**config.mk**
```make
export PLATFORM = sky130hd
export DESIGN_NAME = uart_char_xform_flat
export DESIGN_NICKNAME = d
export VERILOG_FILES = /design/src/rtl/uart_char_xform_if.sv /design/src/rtl/uart_char_xform.sv /design/src/flat_wrapper.sv
export SDC_FILE = /design/constraint.sdc
export NUM_CORES = 1
export LEC_CHECK = 0
export CAP_MARGIN = 5
export CELL_PAD_IN_SITES_DETAIL_PLACEMENT = 0
export CELL_PAD_IN_SITES_GLOBAL_PLACEMENT = 1
export CORE_ASPECT_RATIO = 0.7
export CORE_MARGIN = 2
export CORE_UTILIZATION = 50
export DETAILED_ROUTE_END_ITERATION = 16
export HOLD_SLACK_MARGIN = 0.05
export PLACE_DENSITY_LB_ADDON = 0.1
export SLEW_MARGIN = 20
export SYNTH_ARGS = -nofsm -noshare
export SYNTH_HDL_FRONTEND = slang
export SYNTH_SLANG_ARGS = --single-unit
```
**constraint.sdc**
```tcl
create_clock -name clock -period 4.9 [get_ports clock]
set_input_delay 0.98 -clock clock [delete_from_list [all_inputs] [get_ports clock]]
set_output_delay 0.98 -clock clock [all_outputs]
set_load 0.01 [all_outputs]
```
**src/rtl/uart_char_xform_if.sv**
```systemverilog
`default_nettype none
// ============================================================================
//  Module      : uart_char_xform_if
//  Description : Pin-level bundle of the UART character-transform engine.
//                The slave modport is the engine's view, the master modport
//                is the view of whatever drives rx/mode and watches the
//                transmit side.
//  Signals     : rx         serial in, idle high
//                mode       transform select (0 pass, 1 upper, 2 lower, 3 swap)
//                tx         serial out, idle high
//                tx_busy    high from start bit through end of stop bit
//                rx_ovf     one-cycle pulse, byte dropped on full FIFO
//                frame_err  one-cycle pulse, stop bit sampled low
//                fifo_level bytes currently buffered
//                rx_count / tx_count / err_count (only with
//                UART_XFORM_STATS_EN defined) wrapping event counters
//  Revision    : 1.0 - initial release
// ============================================================================
interface uart_char_xform_if #(
    parameter int FIFO_DEPTH = 4
);
    localparam int C_LVL_W = $clog2(FIFO_DEPTH) + 1;

    logic               rx;
    logic [1:0]         mode;
    logic               tx;
    logic               tx_busy;
    logic               rx_ovf;
    logic               frame_err;
    logic [C_LVL_W-1:0] fifo_level;
`ifdef UART_XFORM_STATS_EN
    logic [15:0]        rx_count;
    logic [15:0]        tx_count;
    logic [15:0]        err_count;
`endif

    modport master (
`ifdef UART_XFORM_STATS_EN
        input  rx_count,
        input  tx_count,
        input  err_count,
`endif
        output rx,
        output mode,
        input  tx,
        input  tx_busy,
        input  rx_ovf,
        input  frame_err,
        input  fifo_level
    );

    modport slave (
`ifdef UART_XFORM_STATS_EN
        output rx_count,
        output tx_count,
        output err_count,
`endif
        input  rx,
        input  mode,
        output tx,
        output tx_busy,
        output rx_ovf,
        output frame_err,
        output fifo_level
    );
endinterface
`default_nettype wire

```
**src/rtl/uart_char_xform.sv**
```systemverilog
`default_nettype none
// ============================================================================
//  Module      : uart_char_xform
//  Description : 8N1 UART receiver -> byte FIFO -> case transform -> 8N1 UART
//                transmitter. RX and TX baud rates are independent; the FIFO
//                absorbs the rate mismatch.
//  Ports       : clock  master clock, rising edge
//                reset  synchronous active-high reset
//                bus    uart_char_xform_if.slave (rx, mode, tx, tx_busy,
//                       rx_ovf, frame_err, fifo_level [, stats counters])
//  Option      : UART_XFORM_STATS_EN adds rx_count / tx_count / err_count.
//  Revision    : 1.0 - initial release
// ============================================================================
module uart_char_xform #(
    parameter int CLOCK_FREQ   = 100_000_000,
    parameter int RX_BAUD_RATE = 115_200,
    parameter int TX_BAUD_RATE = 115_200,
    parameter int FIFO_DEPTH   = 4
) (
    input  logic              clock,
    input  logic              reset,
    uart_char_xform_if.slave  bus
);
    localparam int C_RX_TICKS = CLOCK_FREQ / RX_BAUD_RATE;
    localparam int C_TX_TICKS = CLOCK_FREQ / TX_BAUD_RATE;
    localparam int C_RXC_W    = $clog2(C_RX_TICKS);
    localparam int C_TXC_W    = $clog2(C_TX_TICKS);
    localparam int C_AW       = $clog2(FIFO_DEPTH);
    localparam int C_LVL_W    = C_AW + 1;
    localparam logic [C_RXC_W-1:0] C_RX_LAST      = C_RXC_W'(C_RX_TICKS - 1);
    localparam logic [C_RXC_W-1:0] C_RX_HALF_LAST = C_RXC_W'(C_RX_TICKS / 2 - 1);
    localparam logic [C_TXC_W-1:0] C_TX_LAST      = C_TXC_W'(C_TX_TICKS - 1);

    typedef enum logic [2:0] {RX_ARM, RX_IDLE, RX_START, RX_DATA, RX_STOP} rx_state_t;
    typedef enum logic [1:0] {TX_IDLE, TX_START, TX_DATA, TX_STOP} tx_state_t;

    // Letters differ from their other case only in bit 5.
    function automatic logic [7:0] xform(input logic [7:0] c, input logic [1:0] m);
        logic is_up;
        logic is_lo;
        is_up = (c >= 8'h41) && (c <= 8'h5A);
        is_lo = (c >= 8'h61) && (c <= 8'h7A);
        xform = c;
        case (m)
            2'd1:    if (is_lo) xform = c ^ 8'h20;
            2'd2:    if (is_up) xform = c ^ 8'h20;
            2'd3:    if (is_lo || is_up) xform = c ^ 8'h20;
            default: xform = c;
        endcase
    endfunction

    // ---------------- state ----------------
    logic               rx_meta_q, rx_meta_d, rx_sync_q, rx_sync_d;
    rx_state_t          rx_state_q, rx_state_d;
    logic [C_RXC_W-1:0] rx_cnt_q, rx_cnt_d;
    logic [2:0]         rx_bit_q, rx_bit_d;
    logic [7:0]         rx_shift_q, rx_shift_d;
    logic [C_AW:0]      wr_ptr_q, wr_ptr_d, rd_ptr_q, rd_ptr_d;
    logic [7:0]         mem_q [FIFO_DEPTH];
    tx_state_t          tx_state_q, tx_state_d;
    logic [C_TXC_W-1:0] tx_cnt_q, tx_cnt_d;
    logic [2:0]         tx_bit_q, tx_bit_d;
    logic [7:0]         tx_shift_q, tx_shift_d;
    logic               tx_q, tx_d, tx_busy_q, tx_busy_d;
    logic               rx_ovf_q, rx_ovf_d, frame_err_q, frame_err_d;

    logic               rx_push_w, frame_err_evt_w, ovf_evt_w, push_ok_w, pop_w, tx_done_w;
    logic               fifo_empty_w, fifo_full_w;
    logic [C_LVL_W-1:0] level_w;
    logic [7:0]         head_w;

    assign level_w      = wr_ptr_q - rd_ptr_q;
    assign fifo_empty_w = (wr_ptr_q == rd_ptr_q);
    assign fifo_full_w  = (level_w == C_LVL_W'(FIFO_DEPTH));
    assign head_w       = mem_q[rd_ptr_q[C_AW-1:0]];

    // ---------------- receiver ----------------
    always_comb begin
        rx_meta_d       = bus.rx;
        rx_sync_d       = rx_meta_q;
        rx_state_d      = rx_state_q;
        rx_cnt_d        = rx_cnt_q + C_RXC_W'(1);
        rx_bit_d        = rx_bit_q;
        rx_shift_d      = rx_shift_q;
        rx_push_w       = 1'b0;
        frame_err_evt_w = 1'b0;
        case (rx_state_q)
            // Wait for a high line so a low line at reset release is ignored.
            RX_ARM: begin
                rx_cnt_d = '0;
                if (rx_sync_q) rx_state_d = RX_IDLE;
            end
            // Only reachable with the line last seen high, so low is a 1->0 edge.
            RX_IDLE: begin
                rx_cnt_d = '0;
                if (!rx_sync_q) rx_state_d = RX_START;
            end
            RX_START: if (rx_cnt_q == C_RX_HALF_LAST) begin
                rx_cnt_d   = '0;
                rx_bit_d   = '0;
                rx_state_d = rx_sync_q ? RX_IDLE : RX_DATA;
            end
            RX_DATA: if (rx_cnt_q == C_RX_LAST) begin
                rx_cnt_d   = '0;
                rx_shift_d = {rx_sync_q, rx_shift_q[7:1]};
                rx_bit_d   = rx_bit_q + 3'd1;
                if (rx_bit_q == 3'd7) rx_state_d = RX_STOP;
            end
            RX_STOP: if (rx_cnt_q == C_RX_LAST) begin
                rx_cnt_d = '0;
                if (rx_sync_q) begin
                    rx_push_w  = 1'b1;
                    rx_state_d = RX_IDLE;
                end else begin
                    frame_err_evt_w = 1'b1;
                    rx_state_d      = RX_ARM;
                end
            end
            default: rx_state_d = RX_ARM;
        endcase
    end

    // ---------------- FIFO ----------------
    // A pop in the same cycle frees the slot being written, even when full.
    always_comb begin
        push_ok_w   = rx_push_w && (!fifo_full_w || pop_w);
        ovf_evt_w   = rx_push_w && fifo_full_w && !pop_w;
        wr_ptr_d    = wr_ptr_q + {{C_AW{1'b0}}, push_ok_w};
        rd_ptr_d    = rd_ptr_q + {{C_AW{1'b0}}, pop_w};
        rx_ovf_d    = ovf_evt_w;
        frame_err_d = frame_err_evt_w;
    end

    always_ff @(posedge clock) begin
        if (push_ok_w) mem_q[wr_ptr_q[C_AW-1:0]] <= rx_shift_q;
    end

    // ---------------- transmitter ----------------
    always_comb begin
        tx_state_d = tx_state_q;
        tx_cnt_d   = tx_cnt_q + C_TXC_W'(1);
        tx_bit_d   = tx_bit_q;
        tx_shift_d = tx_shift_q;
        pop_w      = 1'b0;
        tx_done_w  = 1'b0;
        case (tx_state_q)
            TX_IDLE: begin
                tx_cnt_d = '0;
                if (!fifo_empty_w) begin
                    pop_w      = 1'b1;
                    tx_shift_d = xform(head_w, bus.mode);
                    tx_state_d = TX_START;
                end
            end
            TX_START: if (tx_cnt_q == C_TX_LAST) begin
                tx_cnt_d   = '0;
                tx_bit_d   = '0;
                tx_state_d = TX_DATA;
            end
            TX_DATA: if (tx_cnt_q == C_TX_LAST) begin
                tx_cnt_d = '0;
                if (tx_bit_q == 3'd7) begin
                    tx_state_d = TX_STOP;
                end else begin
                    tx_shift_d = {1'b0, tx_shift_q[7:1]};
                    tx_bit_d   = tx_bit_q + 3'd1;
                end
            end
            TX_STOP: if (tx_cnt_q == C_TX_LAST) begin
                tx_cnt_d  = '0;
                tx_done_w = 1'b1;
                if (!fifo_empty_w) begin
                    pop_w      = 1'b1;
                    tx_shift_d = xform(head_w, bus.mode);
                    tx_state_d = TX_START;
                end else begin
                    tx_state_d = TX_IDLE;
                end
            end
            default: tx_state_d = TX_IDLE;
        endcase
        // Line and busy are registered one cycle behind the state, so the
        // start bit appears on the edge after the pop.
        case (tx_state_q)
            TX_START: tx_d = 1'b0;
            TX_DATA:  tx_d = tx_shift_q[0];
            default:  tx_d = 1'b1;
        endcase
        tx_busy_d = (tx_state_q != TX_IDLE);
    end

    always_ff @(posedge clock) begin
        if (reset) begin
            rx_meta_q   <= 1'b0;
            rx_sync_q   <= 1'b0;
            rx_state_q  <= RX_ARM;
            rx_cnt_q    <= '0;
            rx_bit_q    <= '0;
            rx_shift_q  <= '0;
            wr_ptr_q    <= '0;
            rd_ptr_q    <= '0;
            tx_state_q  <= TX_IDLE;
            tx_cnt_q    <= '0;
            tx_bit_q    <= '0;
            tx_shift_q  <= '0;
            tx_q        <= 1'b1;
            tx_busy_q   <= 1'b0;
            rx_ovf_q    <= 1'b0;
            frame_err_q <= 1'b0;
        end else begin
            rx_meta_q   <= rx_meta_d;
            rx_sync_q   <= rx_sync_d;
            rx_state_q  <= rx_state_d;
            rx_cnt_q    <= rx_cnt_d;
            rx_bit_q    <= rx_bit_d;
            rx_shift_q  <= rx_shift_d;
            wr_ptr_q    <= wr_ptr_d;
            rd_ptr_q    <= rd_ptr_d;
            tx_state_q  <= tx_state_d;
            tx_cnt_q    <= tx_cnt_d;
            tx_bit_q    <= tx_bit_d;
            tx_shift_q  <= tx_shift_d;
            tx_q        <= tx_d;
            tx_busy_q   <= tx_busy_d;
            rx_ovf_q    <= rx_ovf_d;
            frame_err_q <= frame_err_d;
        end
    end

    assign bus.tx         = tx_q;
    assign bus.tx_busy    = tx_busy_q;
    assign bus.rx_ovf     = rx_ovf_q;
    assign bus.frame_err  = frame_err_q;
    assign bus.fifo_level = level_w;

`ifdef UART_XFORM_STATS_EN
    logic [15:0] rx_count_q, rx_count_d, tx_count_q, tx_count_d, err_count_q, err_count_d;

    // Frame errors and overflows cannot coincide, but count one either way.
    always_comb begin
        rx_count_d  = rx_count_q + {15'd0, push_ok_w};
        tx_count_d  = tx_count_q + {15'd0, tx_done_w};
        err_count_d = err_count_q + {15'd0, frame_err_evt_w | ovf_evt_w};
    end

    always_ff @(posedge clock) begin
        if (reset) begin
            rx_count_q  <= '0;
            tx_count_q  <= '0;
            err_count_q <= '0;
        end else begin
            rx_count_q  <= rx_count_d;
            tx_count_q  <= tx_count_d;
            err_count_q <= err_count_d;
        end
    end

    assign bus.rx_count  = rx_count_q;
    assign bus.tx_count  = tx_count_q;
    assign bus.err_count = err_count_q;
`endif
endmodule
`default_nettype wire

```
**src/flat_wrapper.sv**
```systemverilog
// flat-port wrapper written by rule: the top's interface ports become plain ports
module uart_char_xform_flat 
#(
    parameter int CLOCK_FREQ   = 100_000_000,
    parameter int RX_BAUD_RATE = 115_200,
    parameter int TX_BAUD_RATE = 115_200,
    parameter int FIFO_DEPTH   = 4
)
  (clock, reset, bus_rx, bus_mode, bus_tx, bus_tx_busy, bus_rx_ovf, bus_frame_err, bus_fifo_level);
  uart_char_xform_if #(.FIFO_DEPTH(FIFO_DEPTH)) bus_i ();
  input  logic clock;
  input  logic reset;
  input wire logic [$bits(bus_i.rx)-1:0] bus_rx;
  input wire logic [$bits(bus_i.mode)-1:0] bus_mode;
  output wire logic [$bits(bus_i.tx)-1:0] bus_tx;
  output wire logic [$bits(bus_i.tx_busy)-1:0] bus_tx_busy;
  output wire logic [$bits(bus_i.rx_ovf)-1:0] bus_rx_ovf;
  output wire logic [$bits(bus_i.frame_err)-1:0] bus_frame_err;
  output wire logic [$bits(bus_i.fifo_level)-1:0] bus_fifo_level;
  assign bus_i.rx = bus_rx;
  assign bus_i.mode = bus_mode;
  assign bus_tx = bus_i.tx;
  assign bus_tx_busy = bus_i.tx_busy;
  assign bus_rx_ovf = bus_i.rx_ovf;
  assign bus_frame_err = bus_i.frame_err;
  assign bus_fifo_level = bus_i.fifo_level;
  uart_char_xform #(.CLOCK_FREQ(CLOCK_FREQ), .RX_BAUD_RATE(RX_BAUD_RATE), .TX_BAUD_RATE(TX_BAUD_RATE), .FIFO_DEPTH(FIFO_DEPTH)) u_core (.clock(clock), .reset(reset), .bus(bus_i));
endmodule
```
==> results.yml, run 1 <==
logic_synthesis:
  ys.flop_type: "dfxtp_1"
  yosysTopAreaCell: "dfxtp_1"
  synth_area_leaders: "dfxtp_1, edfxtp_1, ha_1"
  ys_seq_elements: 91
  avgSynthCellArea_um2: 11.2
  synth_most_common_cell: "dfxtp_1"
  synth_nets: 395
  synthCells: 370
  synth_common_cells: "dfxtp_1, nor2_1, edfxtp_1, ha_1, nand2_1"
  synth.distinct_cells: 59
  synth_edf_count: 32
  netlist_area_mm2: 0.00414
  yosysSeqAreaShare_pct: 51.8
  synthArstFlopShare_pct: 0
  synth_warnings: 0
  yosysTopAreaCellShare_pct: 28.6
sta:
  setup_viol: 0
  slew_headroom_pct: 30.7
  slew_viol_final: 0
  fmax_ghz: 0.298
  fin_setup_tns_ps: 0
  worst_slew_pin_slew_ps: 1030
  hold_viol: 0
  postLayoutSetupSlackWorst_ps: 1540
  fin_crit_ps: 3360
  finalClockSkew_ps: 5.61
  rsz0062_at_grt: "no"
  period_share_pct: 68.5
  whs_ps: 440
die:
  die_y_um: 80.1
  row_count: 27
  core_region_area_mm2: 0.00794
  io_pins: 12
  start_util_pct: 52.1
  chipWidth_um: 113
  die_area_mm2: 0.00903
power_and_ir_drop:
  p_total_mw: 1.65
  leakage_nw: 1.72
  p_int_mw: 1.23
  powerDensity_mw_per_mm2: 356
  power_frac_clock_pct: 40.7
  swShare_pct: 25.4
  peakVddDrop_uv: 194
  pwr-share-comb_pct: 9.7
  p_switching_mw: 0.418
  seqPwrFrac_pct: 49.6
detailed_routing:
  wl_mm: 7.80
  dr_total_vias: 2715
  wire_per_inst_um: 16.0
  viasPerCell: 5.57
  ant_nets: 0
  drtIter0Drc: 219
  drc: 0
  drt_first_pass_iters: 4
setup_path:
  reg2reg_depth: 7
  cp.required_ps: 4860
  critPathCaptureType: "flip-flop"
  critPathLaunchType: "flip-flop"
  crit_fanout: 13
  arrival_ps: 3320
  crit_type: "reg -> reg"
cells_and_area:
  fillCellCount: 676
  drive_gt1_share_pct: 10.1
  finalNonFillerCells: 487
  synthToLayoutAreaGrowth_pct: 11.7
  stdcell_area_mm2: 0.00462
  fin_util_pct: 58.2
  num_antenna_cells: 0
  num-nets-final: 406
place:
  hpwlAfterDp_mm: 5.60
  gp_congestion: 0.837
  dp_worst_setup_slack_ps: 1480
  io_buffers: 11
  place_inst: 471
  dpl_cell_area_mm2: 0.00433
status:
  status: "finished clean"
flow_run:
  cap_violations: 0
hold_path:
  hold_class: "reg -> reg"
  whs_path_depth: 1
global_route:
  grt_max_degree: 29
  grt_usage_pct: 18.4
  grt_pass1_wl_mm: 12.7
  first_global_vias: 2517
  antenna_found_initial: 0
  overflow: 0
clock_network:
  cts_tree: "built"
  clockRootBuffer: "clkbuf_16"
  cts_resized: 0
  clockBufferDepth: 2
  postCtsSetupBuffers: 0
  cts_made_buffers: 9
  cts.clk_slew.worst_paths_ps: 70
  hold_buffers: 0
  htree_levels: 3
  clk_latency_ps: 340
  cts.sinks: 91
[placed cells by master (no fill, tap or decap), types with 10 or more instances in the layout]
cell and instances:
dfxtp_1 59, ha_1 19, inv_1 15, nor2b_1 10, mux2i_1 15, xnor2_1 13
nor2_1 51, nand2_1 18, edfxtp_1 32, clkdlybuf4s50_1 11, a21oi_1 13
[registers in the layout (all words and copies together) (netlist names), 2 cells and up]
register / flops
u_core.mem_q: 32
u_core.rd_ptr_q: 3
u_core.rx_bit_q: 3
u_core.rx_cnt_q: 10
u_core.rx_shift_q: 8
u_core.rx_state_q: 3
u_core.tx_bit_q: 3
u_core.tx_cnt_q: 10
u_core.tx_shift_q: 8
u_core.tx_state_q: 2
u_core.wr_ptr_q: 3
[kinds of logic after synthesis]
family	share of synthesized area (%)
AOI/OAI and AO/OA	8.53
muxes	9.62
and+or+nand+nor	16.9
xor gates and xnor gates	4.23
DFF	51.8
adders and majority gates	6.23
buffers and inverters	2.69
[power by group through the flow]
stage / logic [mW] / clock network [mW] / registers, mW
2_1_floorplan: 0.127 / 0 / 0.821
3_3_place_gp: 0.160 / 0 / 0.833
3_5_place_dp: 0.159 / 0 / 0.832
4_1_cts: 0.160 / 0.693 / 0.815
5_1_grt: 0.179 / 0.722 / 0.820
6_report: 0.160 / 0.670 / 0.816
[worst paths after layout]
kind                           start                  to  slack (ps)
hold / removal      u_core.rx_meta_q    u_core.rx_sync_q         440
setup / recovery  u_core.rd_ptr_q[1]  u_core.mem_q[2][0]        1540
setup reg to reg  u_core.rd_ptr_q[1]  u_core.mem_q[2][0]        1540
hold reg to reg     u_core.rx_meta_q    u_core.rx_sync_q         440
[routing by layer]
layer | global-route usage (%) | wire length, um | vias to the layer above
met5 | 0 | 0 | -
met3 | 5.21 | 336 | 12
met1 | 28.0 | 4330 | 1271
met2 | 24.5 | 3020 | 57
li1 | - | - | 1375
met4 | 6.83 | 112 | 0
[cell type report]
type,instances,area (um2),share of cell area [%]
Sequential cell,91,2140,46.3
Multi-Input combinational cell,252,1890,40.9
Clock buffer,10,239,5.17
Tap cell,101,126,2.73
Timing Repair Buffer,12,118,2.54
Inverter,15,56.3,1.22
Clock inverter,6,52.6,1.14
[critical path, stage by stage, from the launching register on]
cell	delay, ps
dfxtp_1	690
inv_1	100
ha_1	300
and2_1	200
and2_1	190
o311ai_0	440
nand2_1	230
nor3_1	840
Note: power is estimated with default switching activity, not from simulation.
==> run 2: changes to the inputs <==
--- a/config.mk
+++ b/config.mk
@@ -10,7 +10,7 @@
 export CELL_PAD_IN_SITES_GLOBAL_PLACEMENT = 1
 export CORE_ASPECT_RATIO = 0.7
 export CORE_MARGIN = 2
-export CORE_UTILIZATION = 50
+export CORE_UTILIZATION = 45
 export DETAILED_ROUTE_END_ITERATION = 16
 export HOLD_SLACK_MARGIN = 0.05
 export PLACE_DENSITY_LB_ADDON = 0.1
==> constraint.sdc (replaced) <==
create_clock -name clock -period 3 [get_ports clock]
set_input_delay 0.6 -clock clock [delete_from_list [all_inputs] [get_ports clock]]
set_output_delay 0.6 -clock clock [all_outputs]
set_load 0.01 [all_outputs]
==> run 2 against run 1 <==
Effect of this change:
- sequential cell count unchanged
- final cell count grew 6.6%
- worst setup slack worse by 1300 ps
- register-to-register slack lost 1000 ps
- total power increased by 71%
- core utilization fell by 5.5 points
- first-iteration DRC count shrank 55%
- critical path type is now reg -> out
==> results.yml, run 2 (synthesis gave the netlist of run 1 again) <==
setup_path:
  path_depth: 5
  cp.buffers_inverters: 2
  crit_slowest_cell: "clkdlybuf4s50_1"
  cp_slowest_stage_delay_ps: 570
  crit_type: "reg -> out"
  crit_family: "buffers and inverters"
  r2r-start: "u_core.wr_ptr_q[0]"
  critPathLaunchType: "flip-flop"
  reg2reg_depth: 8
  critical_path.cell_chain: "inv_1 > ha_1 > fa_1 > xnor2_1 > clkdlybuf4s50_1"
  r2r_slack_ps: 540
  critPathCaptureType: "primary output"
  cp.required_ps: 2400
  crit_fanout: 4
  rr_endpoint: "u_core.mem_q[3][2]"
  arrival_ps: 2140
flow_run:
  cap_violations: 0
power_and_ir_drop:
  power_frac_clock_pct: 42.9
  powerDensity_mw_per_mm2: 594
  p_switching_mw: 0.664
  seqPwrFrac_pct: 47.2
  peakVddDrop_uv: 364
  leakage_nw: 1.78
  p_int_mw: 2.15
  swShare_pct: 23.6
  pwr-share-comb_pct: 9.8
clock_network:
  cts_tree: "built"
  postCtsSetupBuffers: 0
  clockBufferDepth: 2
  clk_latency_ps: 340
  cts_resized: 0
  htree_levels: 3
  cts.sinks: 91
  cts_made_buffers: 9
  hold_buffers: 0
  clockRootBuffer: "clkbuf_16"
  cts.clk_slew.worst_paths_ps: 60
cells_and_area:
  fin_util_pct: 52.7
  layout_commonest_cell: "dfxtp_1"
  fillCellCount: 811
  layout_common_cells: "dfxtp_1, nor2_1, edfxtp_1, ha_1, nand2_1"
  num-nets-final: 415
  multiInputGateArea_mm2: 0.00188
  stdcell_area_mm2: 0.00475
  largest_reg_flops: 32
  synthToLayoutAreaGrowth_pct: 14.7
  num_antenna_cells: 0
  drive_gt1_share_pct: 11.6
  regArea_mm2: 0.00214
die:
  chipWidth_um: 119
  start_util_pct: 46.0
  io_pins: 12
  die_area_mm2: 0.00999
  core_region_area_mm2: 0.00900
  row_count: 29
  die_y_um: 84.2
place:
  hpwlAfterDp_mm: 5.59
  dpl_cell_area_mm2: 0.00442
  gp_congestion: 0.763
  io_buffers: 11
sta:
  period_share_pct: 91.4
  setup_viol: 0
  fin_crit_ps: 2740
  slew_headroom_pct: 59.5
  hold_viol: 0
  fmax_ghz: 0.365
  slew_viol_final: 0
  fin_setup_tns_ps: 0
  rsz0062_at_grt: "no"
  worst_slew_pin_slew_ps: 607
  finalClockSkew_ps: 4.83
detailed_routing:
  drtIter0Drc: 99
  wl_mm: 7.82
  ant_nets: 0
  dr_total_vias: 2745
  drt_first_pass_iters: 4
  wire_per_inst_um: 15.1
  viasPerCell: 5.29
  drc: 0
global_route:
  antenna_found_initial: 0
  grt_usage_pct: 17.2
  grt_pass1_wl_mm: 13.3
  first_global_vias: 2694
  overflow: 0
  grt_max_degree: 27
hold_path:
  min_from: "u_core.rx_meta_q"
  whs_path_depth: 1
  hold_class: "reg -> reg"
  worstHoldEndpoint: "u_core.rx_sync_q"
status:
  status: "finished clean"
run 2: cell count changes in the layout (fill, tap and decap cells not counted):
cell / change
nor3_1: +1
inv_6: +1
buf_4: +9
clkbuf_8: -1
inv_8: -2
clkinv_2: -1
clkinvlp_4: -1
bufinv_16: +2
nor3_2: -1
clkbuf_1: +1
clkinv_4: +1
run 2: metal layers:
layer | vias up | share of wire, % | global-route usage (%)
met4 | 0 | 1.1 | 5.30
li1 | 1386 | - | -
met1 | 1314 | 51 | 23.6
met5 | - | 0 | 0
met3 | 7 | 3.3 | 5.03
met2 | 38 | 44 | 26.4
run 2: power by group through the flow:
stage	registers, mW	clock network [mW]	logic (mW)
after global placement	1.36	0	0.280
after floorplan	1.34	0	0.207
after global routing	1.34	1.29	0.318
final	1.33	1.21	0.277
after detailed placement	1.36	0	0.276
after CTS	1.33	1.25	0.279
run 2: how the worst max path moves through the flow:
stage                            start            endpoint  slack (ps)
finish              u_core.wr_ptr_q[0]   bus_fifo_level[2]         260
global route        u_core.wr_ptr_q[0]   bus_fifo_level[2]         140
CTS                 u_core.wr_ptr_q[0]   bus_fifo_level[2]         210
detailed placement  u_core.wr_ptr_q[0]  u_core.mem_q[3][0]         500
global placement    u_core.wr_ptr_q[0]  u_core.wr_ptr_q[1]         600
floorplan           u_core.rd_ptr_q[1]  u_core.mem_q[0][0]         180
run 2: through the flow:
step                      hold WS [ps]  worst slack (ps)  instances  total power [mW]
final                              442               258        519              2.82
after global routing               471               140        519              2.95
after CTS                          446               213        519              2.86
after detailed placement           431               502        503              1.63
after global placement             419               600        503              1.64
after floorplan                    414               182        370              1.55
run 2: final cells by class:
type | instances | share of cell area [%]
Sequential cell | 91 | 45.1
Multi-Input combinational cell | 252 | 39.7
Clock buffer | 10 | 4.82
Timing Repair Buffer | 21 | 3.90
Tap cell | 124 | 3.27
Clock inverter | 6 | 2.00
Inverter | 15 | 1.19
==> run 3: changes to the inputs <==
--- a/config.mk
+++ b/config.mk
@@ -5,12 +5,13 @@
 export SDC_FILE = /design/constraint.sdc
 export NUM_CORES = 1
 export LEC_CHECK = 0
-export CAP_MARGIN = 5
+export CAP_MARGIN = 20
 export CELL_PAD_IN_SITES_DETAIL_PLACEMENT = 0
 export CELL_PAD_IN_SITES_GLOBAL_PLACEMENT = 1
 export CORE_ASPECT_RATIO = 0.7
 export CORE_MARGIN = 2
-export CORE_UTILIZATION = 45
+export CORE_UTILIZATION = 46
+export CTS_BUF_LIST = sky130_fd_sc_hd__clkbuf_8
 export DETAILED_ROUTE_END_ITERATION = 16
 export HOLD_SLACK_MARGIN = 0.05
 export PLACE_DENSITY_LB_ADDON = 0.1
==> run 3 against run 2 <==
Effect of this change:
- via count fell by 0.95%
- sequential cell count unchanged
- worst setup slack worse by 33 ps
- clock power shrank 30%
- core utilization is 1.2 points higher
- largest power group unchanged
==> results.yml, run 3 (synthesis gave the netlist of run 1 again) <==
die:
  chipWidth_um: 117
  io_pins: 12
  core_region_area_mm2: 0.00858
  die_y_um: 83.3
  start_util_pct: 48.2
  die_area_mm2: 0.00978
  row_count: 28
global_route:
  antenna_found_initial: 0
  met3_usage_pct: 5.08
  grt_pass1_wl_mm: 12.9
  busiest_layer: "met2"
  grt_usage_pct: 16.7
  met1_usage_pct: 23.8
  grt_max_degree: 26
  overflow: 0
  grt_use_met2_pct: 24.7
  first_global_vias: 2567
cells_and_area:
  num_antenna_cells: 0
  layout_commonest_cell: "dfxtp_1"
  multiInputGateArea_mm2: 0.00188
  drive_gt1_share_pct: 11.9
  regArea_mm2: 0.00214
  synthToLayoutAreaGrowth_pct: 11.9
  largest_reg_flops: 32
  layout_common_cells: "dfxtp_1, nor2_1, edfxtp_1, ha_1, nand2_1"
  fillCellCount: 770
  num-nets-final: 415
clock_network:
  clk_latency_ps: 360
  clockBufferDepth: 2
  hold_buffers: 0
  htree_levels: 3
  postCtsSetupBuffers: 0
  cts_tree: "built"
  cts.sinks: 91
  cts_resized: 0
  cts_made_buffers: 9
  cts.clk_slew.worst_paths_ps: 80
  clockRootBuffer: "clkbuf_8"
flow_run:
  cap_violations: 0
power_and_ir_drop:
  peakVddDrop_uv: 333
  leakage_nw: 1.72
  powerDensity_mw_per_mm2: 531
sta:
  slew_headroom_pct: 61.0
  rsz0062_at_grt: "no"
  fin_crit_ps: 2770
  finalClockSkew_ps: 7.85
  fmax_ghz: 0.360
  worst_slew_pin_slew_ps: 585
  setup_viol: 0
  fin_setup_tns_ps: 0
  period_share_pct: 92.5
  slew_viol_final: 0
  hold_viol: 0
  postLayoutSetupSlackWorst_ps: 225
detailed_routing:
  dr_total_vias: 2719
  drc: 0
  viasPerCell: 5.28
  wire_per_inst_um: 14.8
  drt_first_pass_iters: 4
  ant_nets: 0
  wl_mm: 7.63
  drtIter0Drc: 147
place:
  gp_congestion: 0.792
  io_buffers: 11
  hpwlAfterDp_mm: 5.56
  dp_worst_setup_slack_ps: 476
status:
  status: "finished clean"
setup_path:
  critPathLaunchType: "flip-flop"
  cp.required_ps: 2400
  arrival_ps: 2170
  crit_fanout: 4
  crit_type: "reg -> out"
  reg2reg_depth: 8
  critPathCaptureType: "primary output"
hold_path:
  whs_path_depth: 1
  hold_class: "reg -> reg"
==> run 3: critical path, cell delays in order, from the launching register on <==
cell	delay (ps)
dfxtp_1	380
inv_1	90
ha_1	200
fa_1	380
xnor2_1	210
clkdlybuf4s50_1	580
==> run 3: layer usage <==
layer / share of wire, % / vias to the layer above / wire (um)
met2: 43 / 28 / 3280
met1: 53 / 1303 / 4050
met4: 0.90 / 0 / 69
met3: 3.0 / 6 / 232
met5: 0 / - / 0
li1: - / 1382 / -
==> run 3: path summary, 6_finish.rpt <==
| path | from | to | slack (ps) |
|---|---|---|---|
| worst max-delay path | u_core.wr_ptr_q[0] | bus_fifo_level[2] | 230 |
| worst min-delay path | u_core.rx_meta_q | u_core.rx_sync_q | 450 |
| worst max register to register | u_core.rd_ptr_q[1] | u_core.mem_q[1][6] | 490 |
| worst min register to register | u_core.rx_meta_q | u_core.rx_sync_q | 450 |
==> run 3: through the flow <==
stage / util [%] / power, mW / area, um2 / instances / hold WS, ps
6_report: 53.9 / 2.46 / 4630 / 515 / 445
5_1_grt: 53.9 / 2.59 / 4630 / 515 / 468
4_1_cts: 53.9 / 2.49 / 4630 / 515 / 447
3_5_place_dp: 51.5 / 1.63 / 4420 / 499 / 426
3_3_place_gp: 51.5 / 1.64 / 4420 / 499 / 422
2_1_floorplan: - / 1.55 / 4140 / 370 / 414
==> run 3: power by group <==
part           switching, mW  leakage (nW)  internal [mW]
sequential            0.0354         0.772           1.29
clock                  0.416         0.106          0.433
combinational          0.161         0.845          0.118
==> run 3: cell type report <==
cell class                 count  area share, %
clock buffer                  11           3.27
clock inverter                 5           1.30
timing repair buffer          21           4.00
sequential                    91           46.3
multi-input combinational    252           40.7
inverter                      15           1.22
tap                          120           3.24
